===== src/rtl/interrupt_ctrl_pkg.sv =====
// Shared types and constants for the interrupt entry sequencer.
package interrupt_ctrl_pkg;

    localparam int unsigned DATA_W = 8;
    localparam int unsigned ADDR_W = 8;

    // Data_Memory locations of the reset and interrupt vectors
    localparam logic [ADDR_W-1:0] RESET_VEC_ADDR = 8'h00;
    localparam logic [ADDR_W-1:0] VEC_ADDR       = 8'h01;

    typedef enum logic [2:0] {
        ST_IDLE       = 3'd0,
        ST_PUSH_PC    = 3'd1,
        ST_PUSH_FLAGS = 3'd2,
        ST_VECTOR     = 3'd3,
        ST_ISR        = 3'd4
    } state_t;

    // Stack grows down; addresses wrap modulo 256
    function automatic logic [ADDR_W-1:0] stack_dec(input logic [ADDR_W-1:0] sp,
                                                    input logic [1:0] n);
        return sp - ADDR_W'(n);
    endfunction

endpackage


===== src/rtl/interrupt_ctrl_if.sv =====
// Core/memory side signals of the interrupt sequencer.
// master: the sequencer; slave: core and Data_Memory.
interface interrupt_ctrl_if #(
    parameter int unsigned FLAG_W = 4
);
    import interrupt_ctrl_pkg::*;

    logic              int_en;
    logic              instr_boundary;
    logic              rti;
    logic [ADDR_W-1:0] pc_in;
    logic [FLAG_W-1:0] flags_in;
    logic [ADDR_W-1:0] sp_in;
    logic [ADDR_W-1:0] interrupt_vector;

    logic              mem_write;
    logic [ADDR_W-1:0] mem_addr;
    logic [DATA_W-1:0] mem_wdata;
    logic              sp_load;
    logic [ADDR_W-1:0] sp_new;
    logic              pc_load;
    logic [ADDR_W-1:0] pc_new;
    logic              stall;
    logic              in_isr;
    logic              pending;

    modport master (
        input  int_en, instr_boundary, rti, pc_in, flags_in, sp_in, interrupt_vector,
        output mem_write, mem_addr, mem_wdata, sp_load, sp_new, pc_load, pc_new,
               stall, in_isr, pending
    );

    modport slave (
        output int_en, instr_boundary, rti, pc_in, flags_in, sp_in, interrupt_vector,
        input  mem_write, mem_addr, mem_wdata, sp_load, sp_new, pc_load, pc_new,
               stall, in_isr, pending
    );

endinterface


===== src/rtl/interrupt_ctrl_int_sync.sv =====
// Synchroniser chain for the asynchronous interrupt line plus rising-edge detect.
module interrupt_ctrl_int_sync #(
    parameter int unsigned SYNC_STAGES = 2
) (
    input  logic clk,
    input  logic rst,
    input  logic async_in,
    output logic rise
);

    logic [SYNC_STAGES-1:0] sync_q;
    logic [SYNC_STAGES-1:0] vld_q;
    logic                   prev_q;
    logic                   prev_vld_q;

    // Shift the line through the chain; vld_q marks stages holding a post-reset sample
    always_ff @(posedge clk) begin
        if (!rst) begin
            sync_q     <= '0;
            vld_q      <= '0;
            prev_q     <= 1'b0;
            prev_vld_q <= 1'b0;
        end else begin
            sync_q     <= {sync_q[SYNC_STAGES-2:0], async_in};
            vld_q      <= {vld_q[SYNC_STAGES-2:0], 1'b1};
            prev_q     <= sync_q[SYNC_STAGES-1];
            prev_vld_q <= vld_q[SYNC_STAGES-1];
        end
    end

    // A line already high when reset releases is a level, not an edge: the
    // cleared flops would otherwise fake a 0->1 transition, so an edge needs
    // the previous sample to be a real one.
    assign rise = sync_q[SYNC_STAGES-1] & ~prev_q & prev_vld_q;

endmodule


===== src/rtl/interrupt_ctrl.sv =====
// Interrupt entry sequencer: stacks PC and flags, vectors to the ISR, tracks in-ISR.
module interrupt_ctrl
    import interrupt_ctrl_pkg::*;
#(
    parameter int unsigned SYNC_STAGES = 2,
    parameter int unsigned FLAG_W      = 4
) (
    input  logic                clk,
    input  logic                rst,
    input  logic                intr_in,
    interrupt_ctrl_if.master    bus
);

    state_t            state;
    logic              pending_q;
    logic [FLAG_W-1:0] flags_latch;
    logic [ADDR_W-1:0] sp_latch;
    logic              rise;
    logic              accept;

    interrupt_ctrl_int_sync #(
        .SYNC_STAGES(SYNC_STAGES)
    ) u_sync (
        .clk     (clk),
        .rst     (rst),
        .async_in(intr_in),
        .rise    (rise)
    );

    assign accept = (state == ST_IDLE) & pending_q & bus.int_en & bus.instr_boundary;

    // Sequencer with outputs registered from the state being entered.
    // The PC needs no separate latch: the PUSH_PC write data register holds it.
    always_ff @(posedge clk) begin
        if (!rst) begin
            state         <= ST_IDLE;
            pending_q     <= 1'b0;
            flags_latch   <= '0;
            sp_latch      <= '0;
            bus.mem_write <= 1'b0;
            bus.mem_addr  <= '0;
            bus.mem_wdata <= '0;
            bus.sp_load   <= 1'b0;
            bus.sp_new    <= '0;
            bus.pc_load   <= 1'b0;
            bus.stall     <= 1'b0;
            bus.in_isr    <= 1'b0;
        end else begin
            bus.mem_write <= 1'b0;
            bus.mem_addr  <= '0;
            bus.mem_wdata <= '0;
            bus.sp_load   <= 1'b0;
            bus.sp_new    <= '0;
            bus.pc_load   <= 1'b0;
            bus.stall     <= 1'b0;
            bus.in_isr    <= 1'b0;

            // a new edge wins over the clear on the acceptance cycle
            if (rise) begin
                pending_q <= 1'b1;
            end else if (accept) begin
                pending_q <= 1'b0;
            end

            case (state)
                ST_IDLE: begin
                    if (accept) begin
                        flags_latch   <= bus.flags_in;
                        sp_latch      <= bus.sp_in;
                        state         <= ST_PUSH_PC;
                        bus.mem_write <= 1'b1;
                        bus.mem_addr  <= bus.sp_in;
                        bus.mem_wdata <= bus.pc_in;
                        bus.stall     <= 1'b1;
                    end
                end
                ST_PUSH_PC: begin
                    state         <= ST_PUSH_FLAGS;
                    bus.mem_write <= 1'b1;
                    bus.mem_addr  <= stack_dec(sp_latch, 2'd1);
                    bus.mem_wdata <= DATA_W'(flags_latch);
                    bus.stall     <= 1'b1;
                end
                ST_PUSH_FLAGS: begin
                    state       <= ST_VECTOR;
                    bus.pc_load <= 1'b1;
                    bus.sp_load <= 1'b1;
                    bus.sp_new  <= stack_dec(sp_latch, 2'd2);
                    bus.stall   <= 1'b1;
                end
                ST_VECTOR: begin
                    state      <= ST_ISR;
                    bus.in_isr <= 1'b1;
                end
                ST_ISR: begin
                    if (bus.rti) begin
                        state <= ST_IDLE;
                    end else begin
                        bus.in_isr <= 1'b1;
                    end
                end
                default: state <= ST_IDLE;
            endcase
        end
    end

    // The vector is taken from memory during the VECTOR cycle itself
    assign bus.pc_new  = bus.pc_load ? bus.interrupt_vector : '0;
    assign bus.pending = pending_q;

endmodule

===== src/flat_wrapper.sv =====
// flat-port wrapper written by rule: the top's interface ports become plain ports
module interrupt_ctrl_flat import interrupt_ctrl_pkg::*;
#(
    parameter int unsigned SYNC_STAGES = 2,
    parameter int unsigned FLAG_W      = 4
)
  (clk, rst, intr_in, bus_int_en, bus_instr_boundary, bus_rti, bus_pc_in, bus_flags_in, bus_sp_in, bus_interrupt_vector, bus_mem_write, bus_mem_addr, bus_mem_wdata, bus_sp_load, bus_sp_new, bus_pc_load, bus_pc_new, bus_stall, bus_in_isr, bus_pending);
  interrupt_ctrl_if #(.FLAG_W(FLAG_W)) bus_i ();
  input  logic clk;
  input  logic rst;
  input  logic intr_in;
  input wire logic [$bits(bus_i.int_en)-1:0] bus_int_en;
  input wire logic [$bits(bus_i.instr_boundary)-1:0] bus_instr_boundary;
  input wire logic [$bits(bus_i.rti)-1:0] bus_rti;
  input wire logic [$bits(bus_i.pc_in)-1:0] bus_pc_in;
  input wire logic [$bits(bus_i.flags_in)-1:0] bus_flags_in;
  input wire logic [$bits(bus_i.sp_in)-1:0] bus_sp_in;
  input wire logic [$bits(bus_i.interrupt_vector)-1:0] bus_interrupt_vector;
  output wire logic [$bits(bus_i.mem_write)-1:0] bus_mem_write;
  output wire logic [$bits(bus_i.mem_addr)-1:0] bus_mem_addr;
  output wire logic [$bits(bus_i.mem_wdata)-1:0] bus_mem_wdata;
  output wire logic [$bits(bus_i.sp_load)-1:0] bus_sp_load;
  output wire logic [$bits(bus_i.sp_new)-1:0] bus_sp_new;
  output wire logic [$bits(bus_i.pc_load)-1:0] bus_pc_load;
  output wire logic [$bits(bus_i.pc_new)-1:0] bus_pc_new;
  output wire logic [$bits(bus_i.stall)-1:0] bus_stall;
  output wire logic [$bits(bus_i.in_isr)-1:0] bus_in_isr;
  output wire logic [$bits(bus_i.pending)-1:0] bus_pending;
  assign bus_i.int_en = bus_int_en;
  assign bus_i.instr_boundary = bus_instr_boundary;
  assign bus_i.rti = bus_rti;
  assign bus_i.pc_in = bus_pc_in;
  assign bus_i.flags_in = bus_flags_in;
  assign bus_i.sp_in = bus_sp_in;
  assign bus_i.interrupt_vector = bus_interrupt_vector;
  assign bus_mem_write = bus_i.mem_write;
  assign bus_mem_addr = bus_i.mem_addr;
  assign bus_mem_wdata = bus_i.mem_wdata;
  assign bus_sp_load = bus_i.sp_load;
  assign bus_sp_new = bus_i.sp_new;
  assign bus_pc_load = bus_i.pc_load;
  assign bus_pc_new = bus_i.pc_new;
  assign bus_stall = bus_i.stall;
  assign bus_in_isr = bus_i.in_isr;
  assign bus_pending = bus_i.pending;
  interrupt_ctrl #(.SYNC_STAGES(SYNC_STAGES), .FLAG_W(FLAG_W)) u_core (.clk(clk), .rst(rst), .intr_in(intr_in), .bus(bus_i));
endmodule

===== config.mk =====
export PLATFORM = sky130hd
export DESIGN_NAME = interrupt_ctrl_flat
export DESIGN_NICKNAME = d
export VERILOG_FILES = /design/src/rtl/interrupt_ctrl_pkg.sv /design/src/rtl/interrupt_ctrl_if.sv /design/src/rtl/interrupt_ctrl_int_sync.sv /design/src/rtl/interrupt_ctrl.sv /design/src/flat_wrapper.sv
export SDC_FILE = /design/constraint.sdc
export NUM_CORES = 1
export LEC_CHECK = 0
export CORE_MARGIN = 2
export CORE_UTILIZATION = 40
export CTS_BUF_LIST = sky130_fd_sc_hd__clkbuf_8
export CTS_CLUSTER_DIAMETER = 50
export DETAILED_ROUTE_END_ITERATION = 16
export PLACE_DENSITY = 0.7
export SLEW_MARGIN = 0
export SYNTH_ARGS = -nofsm -noshare
export SYNTH_HDL_FRONTEND = slang
export SYNTH_SLANG_ARGS = --single-unit

===== constraint.sdc =====
create_clock -name clk -period 2.9 [get_ports clk]
set_clock_uncertainty 0.15 [all_clocks]
set_input_delay 0.87 -clock clk [delete_from_list [all_inputs] [get_ports clk]]
set_output_delay 0.87 -clock clk [all_outputs]
set_load 0.005 [all_outputs]

==> impl_metrics.env, run 1 <==
export IMPL_yosys_top_cells_count="50 x dfxtp_1, 21 x a21oi_1, 17 x nor2_1"
export IMPL_crit_path_end_kind="output port"
export IMPL_syn_inst=218
export IMPL_initial_core_util=0.415
export IMPL_leakagePower_nw=1.09
export IMPL_synthTopCellsByArea="dfxtp_1 51%, a21oi_1 5.3%, and2_1 4.4%"
export IMPL_post_place_cells=345
export IMPL_route_detailed_drc=0
export IMPL_first_pass_iters=5
export IMPL_rsz0062_at_grt="false"
export IMPL_area_growth_pct=43.1
export IMPL_ys_ff_latch=50
export IMPL_via_per_inst=5.12
export IMPL_cts_setup_buffers=0
export IMPL_hold_viol=0
export IMPL_fin_area_sq_um=2830
export IMPL_io_pins=72
export IMPL_synth_top_area_share=0.507
export IMPL_grt_pass1_vias=1660
export IMPL_port_buffers=71
export IMPL_avgRoutedWirePerCell_um=12.7
export IMPL_tightest_slew_ps=520
export IMPL_cts_clk_slew_worst_paths_ps=100
export IMPL_htreeDepth=2
export IMPL_wl_mm=4.48
export IMPL_synth_edf_count=0
export IMPL_fin_cells=353
export IMPL_coreArea_sq_um=4750
export IMPL_place_congestion=0.791
export IMPL_min_path_cells=1
export IMPL_dieArea_sq_um=5510
export IMPL_maxCapViolCount=0
export IMPL_syn_num_nets=255
export IMPL_antenna_cells=0
export IMPL_yosysSeqAreaShare=0.507
export IMPL_p_total_mw=1.19
export IMPL_drt_iter0_drc=109
export IMPL_postCtsHoldBufs=0
export IMPL_track_usage=0.170
export IMPL_die_h_um=74.3
export IMPL_ir_drop_mv=0.325
export IMPL_numCtsBuffers=5
export IMPL_syn_area_sq_um=1970
export IMPL_grt_pass1_wl_mm=7.22
export IMPL_yosys_area_top_type="dfxtp_1"
export IMPL_crit_arrival_ps=1670
export IMPL_nFillCells=469
export IMPL_cts_sinks=50
export IMPL_yosysUniqueCellTypes=39
export IMPL_yosysWarnings=0
export IMPL_r2r_cells=5
export IMPL_grt_antenna_before_repair=0
export IMPL_grt_max_degree=22
export IMPL_status="complete, no violations"
export IMPL_overflow=0
export IMPL_maxSlewHeadroom=0.653
export IMPL_cts_resized_gates=8
export IMPL_period_share=0.928
export IMPL_timing_fmax_mhz=372
export IMPL_dpl_instance_area_sq_um=2740
export IMPL_slew_viol_final=0
export IMPL_dp_hpwl_mm=3.19
export IMPL_cts_root_buf="clkbuf_8"
export IMPL_final_net_count=322
export IMPL_drive_gt1_frac=0.0664
export IMPL_avgSynthCellArea_sq_um=9.06
export IMPL_synth_ff_type="dfxtp_1"
export IMPL_cp_start_kind="input pin"
export IMPL_ant_nets=0
export IMPL_cp_data_required_time_ps=1880
export IMPL_die_w_um=74.3
export IMPL_yosysMostFrequentCell="dfxtp_1"
export IMPL_ys_async_sr_fraction=0
export IMPL_clock_path_buffers=2
export IMPL_crit_type="in -> out"
export IMPL_hp_class="reg -> reg"
export IMPL_critical_path_peak_fanout=1
export IMPL_insertion_delay_ps=310
export IMPL_num_vias=1807
export IMPL_p_per_area_nw_per_um2=422
export IMPL_min_period_ps=2690
export IMPL_cts_tree="built"
export IMPL_num_rows=25
export IMPL_setup_viol=0
kinds of logic after synthesis:
family,synth area share
simple gates,0.250
flops,0.507
compound gates,0.139
buf+inv,0.0577
xor+xnor,0.0222
fa+ha+maj,0.0190
mux,0.00507
report_power, final:
| part | total [mW] | switching, mW | leakage [nW] | internal, mW |
|---|---|---|---|---|
| Clock | 0.424 | 0.246 | 0.0467 | 0.179 |
| Sequential | 0.694 | 0.00243 | 0.404 | 0.692 |
| Combinational | 0.0731 | 0.0230 | 0.642 | 0.0501 |
| Total | 1.19 | 0.271 | 1.09 | 0.920 |
layout by cell type (no fill, tap or decap), types with 3 or more instances in the layout:
| cell type | n |
|---|---|
| o211ai_1 | 3 |
| inv_1 | 6 |
| a32oi_1 | 4 |
| and2_1 | 14 |
| clkdlybuf4s50_1 | 63 |
| nor2b_1 | 4 |
| a21oi_1 | 21 |
| and3_1 | 5 |
| nand3_1 | 16 |
| dfxtp_1 | 50 |
| nand2_1 | 3 |
| clkbuf_8 | 5 |
| ha_1 | 3 |
| buf_4 | 7 |
| xnor2_1 | 3 |
| nor2_1 | 17 |
| dlygate4sd2_1 | 8 |
| o21ai_0 | 14 |
| nand4_1 | 9 |
area by class of cell:
type | instances | area [sq um] | area share
clock inverter | 3 | 27.5 | 0.00974
sequential | 50 | 1000 | 0.354
clock buffer | 5 | 68.8 | 0.0244
tap | 67 | 83.8 | 0.0297
multi-input combinational | 143 | 865 | 0.306
timing repair buffer | 78 | 753 | 0.267
inverter | 7 | 26.3 | 0.00930
critical path: stages:
cell,delay [ps]
clkdlybuf4s50_1,400
and2_1,150
dlygate4sd2_1,260
state kept, by name (all words and copies together), names as in the netlist:
signal	cells
u_core.bus.in_isr	1
u_core.bus.mem_addr	8
u_core.bus.mem_wdata	8
u_core.bus.mem_write	1
u_core.bus.pending	1
u_core.bus.sp_load	1
u_core.bus.sp_new	8
u_core.bus.stall	1
u_core.flags_latch	4
u_core.sp_latch	8
u_core.state	3
u_core.u_sync.prev_q	1
u_core.u_sync.prev_vld_q	1
u_core.u_sync.sync_q	2
u_core.u_sync.vld_q	2
worst paths after layout:
path                                   startpoint                           endpoint  slack, ps
setup / recovery          bus_interrupt_vector[0]                      bus_pc_new[0]        210
hold / removal     u_core.u_sync.vld_q[0]$_DFF_P_  u_core.u_sync.vld_q[1]$_SDFF_PN0_        290
setup reg to reg  u_core.sp_latch[1]$_SDFFE_PN0P_    u_core.bus.sp_new[7]$_SDFF_PN0_       1060
hold reg to reg    u_core.u_sync.vld_q[0]$_DFF_P_  u_core.u_sync.vld_q[1]$_SDFF_PN0_        290
metrics by stage:
stage / hold WS [ps] / setup slack, ps / utilization / setup TNS, ps
6_report: 291 / 209 / 0.594 / 0
5_1_grt: 315 / 165 / 0.594 / 0
2_1_floorplan: 262 / 867 / - / 0
3_3_place_gp: 265 / -56.2 / 0.576 / -345
4_1_cts: 296 / 201 / 0.594 / 0
3_5_place_dp: 271 / -61.5 / 0.576 / -397
metal layers:
layer	share of wire	track usage
met5	0	0
met4	0.019	0.0714
met3	0.063	0.0339
met2	0.46	0.300
met1	0.46	0.201
(Power assumes the default switching activity.)
==> inputs of run 2 (changes only) <==
--- a/config.mk
+++ b/config.mk
@@ -11,6 +11,7 @@
 export CTS_CLUSTER_DIAMETER = 50
 export DETAILED_ROUTE_END_ITERATION = 16
 export PLACE_DENSITY = 0.7
+export SETUP_SLACK_MARGIN = 0.3
 export SLEW_MARGIN = 0
 export SYNTH_ARGS = -nofsm -noshare
 export SYNTH_HDL_FRONTEND = slang
==> impl_metrics.env, run 2 (synthesis gave the netlist of run 1 again) <==
export IMPL_status="complete, no violations"
export IMPL_final_net_count=322
export IMPL_cts_tree="built"
export IMPL_rsz0062_at_grt="false"
export IMPL_final_cell_mix="62 x clkdlybuf4s50_1, 50 x dfxtp_1, 21 x a21oi_1"
export IMPL_dp_hpwl_mm=3.19
export IMPL_crit_arrival_ps=1540
export IMPL_first_pass_iters=4
export IMPL_io_pins=72
export IMPL_setup_viol=0
export IMPL_insertion_delay_ps=310
export IMPL_numCtsBuffers=5
export IMPL_p_total_mw=1.19
export IMPL_htreeDepth=2
export IMPL_tightest_slew_ps=524
export IMPL_overflow=0
export IMPL_via_per_inst=5.14
export IMPL_maxCapViolCount=0
export IMPL_dieArea_sq_um=5510
export IMPL_leakagePower_nw=1.08
export IMPL_hp_class="reg -> reg"
export IMPL_hold_viol=0
export IMPL_critical_path_peak_fanout=1
export IMPL_cts_clk_slew_worst_paths_ps=100
export IMPL_grt_max_degree=22
export IMPL_holdWs_ps=291
export IMPL_fin_cells=353
export IMPL_mostFrequentLayoutCell="clkdlybuf4s50_1"
export IMPL_port_buffers=71
export IMPL_die_w_um=74.3
export IMPL_multi_input_area_sq_um=865
export IMPL_grt_pass1_wl_mm=7.22
export IMPL_final_seq_area_sq_um=1000
export IMPL_p_per_area_nw_per_um2=426
export IMPL_wl_mm=4.50
export IMPL_antenna_cells=0
export IMPL_crit_path_end_kind="output port"
export IMPL_grt_pass1_vias=1660
export IMPL_num_vias=1813
export IMPL_cts_sinks=50
export IMPL_cp_start_kind="input pin"
export IMPL_cts_root_buf="clkbuf_8"
export IMPL_cp_data_required_time_ps=1880
export IMPL_drt_iter0_drc=109
export IMPL_min_period_ps=2560
export IMPL_timing_fmax_mhz=391
export IMPL_post_place_cells=345
export IMPL_avgRoutedWirePerCell_um=12.8
export IMPL_drive_gt1_frac=0.0944
export IMPL_track_usage=0.170
export IMPL_die_h_um=74.3
export IMPL_postCtsHoldBufs=0
export IMPL_coreArea_sq_um=4750
export IMPL_maxSlewHeadroom=0.649
export IMPL_area_growth_pct=41.7
export IMPL_route_detailed_drc=0
export IMPL_num_rows=25
export IMPL_period_share=0.883
export IMPL_nFillCells=478
export IMPL_ir_drop_mv=0.326
export IMPL_initial_core_util=0.415
export IMPL_grt_antenna_before_repair=0
export IMPL_ant_nets=0
export IMPL_place_congestion=0.791
export IMPL_crit_type="in -> out"
export IMPL_slew_viol_final=0
export IMPL_clock_path_buffers=2
[run 2: changes by cell type in the layout (fill, tap and decap cells not counted), sizes merged]
cell | previous run | this run
buf | 7 | 15
dlygate4sd2 | 8 | 0
clkdlybuf4s50 | 63 | 62
dlymetal6s2s | 0 | 1
[run 2: final cells by class]
cell class                 instances  area share
tap                               67      0.0300
clock inverter                     3     0.00984
multi-input combinational        143       0.309
inverter                           7     0.00939
sequential                        50       0.358
timing repair buffer              78       0.259
clock buffer                       5      0.0246
[run 2: stage by stage]
stage                     TNS (ps)  setup WS, ps  instance area, sq um  utilization
final                            0           341                  2800        0.588
after global routing             0           308                  2800        0.588
after CTS                        0           331                  2800        0.588
after detailed placement      -397         -61.5                  2740        0.576
after global placement        -345         -56.2                  2740        0.576
after floorplan                  0           867                  1970            -
[run 2: where the power goes]
part	switching (mW)	total (mW)	internal, mW	leakage [nW]
combinational	0.0229	0.0727	0.0498	0.630
clock	0.245	0.424	0.179	0.0467
sequential	0.00244	0.694	0.692	0.404
[run 2: per-layer routing]
| layer | global-route usage | wire length [um] | vias to the layer above |
|---|---|---|---|
| li1 | - | - | 902 |
| met1 | 0.201 | 2040 | 844 |
| met2 | 0.300 | 2090 | 59 |
| met3 | 0.0339 | 292 | 8 |
| met4 | 0.0714 | 84 | 0 |
| met5 | 0 | 0 | - |
[run 2: worst paths after layout]
kind	startpoint	slack (ps)	to	cells after the start
worst max-delay path	bus_interrupt_vector[1]	340	bus_pc_new[1]	3
worst min-delay path	u_core.u_sync.vld_q[0]$_DFF_P_	290	u_core.u_sync.vld_q[1]$_SDFF_PN0_	1
worst max register to register	u_core.sp_latch[1]$_SDFFE_PN0P_	1070	u_core.bus.sp_new[7]$_SDFF_PN0_	5
worst min register to register	u_core.u_sync.vld_q[0]$_DFF_P_	290	u_core.u_sync.vld_q[1]$_SDFF_PN0_	1
[run 2: worst max-delay path, cell delays in order]
cell and delay [ps]:
clkdlybuf4s50_1 450, and2_1 110, buf_2 110
[run 2: repair_timing]
| item | CTS | global route |
|---|---|---|
| buffers inserted | 0 | 0 |
| gates resized for setup | 32 | 1 |
| endpoints found under the setup margin | 8 | 1 |
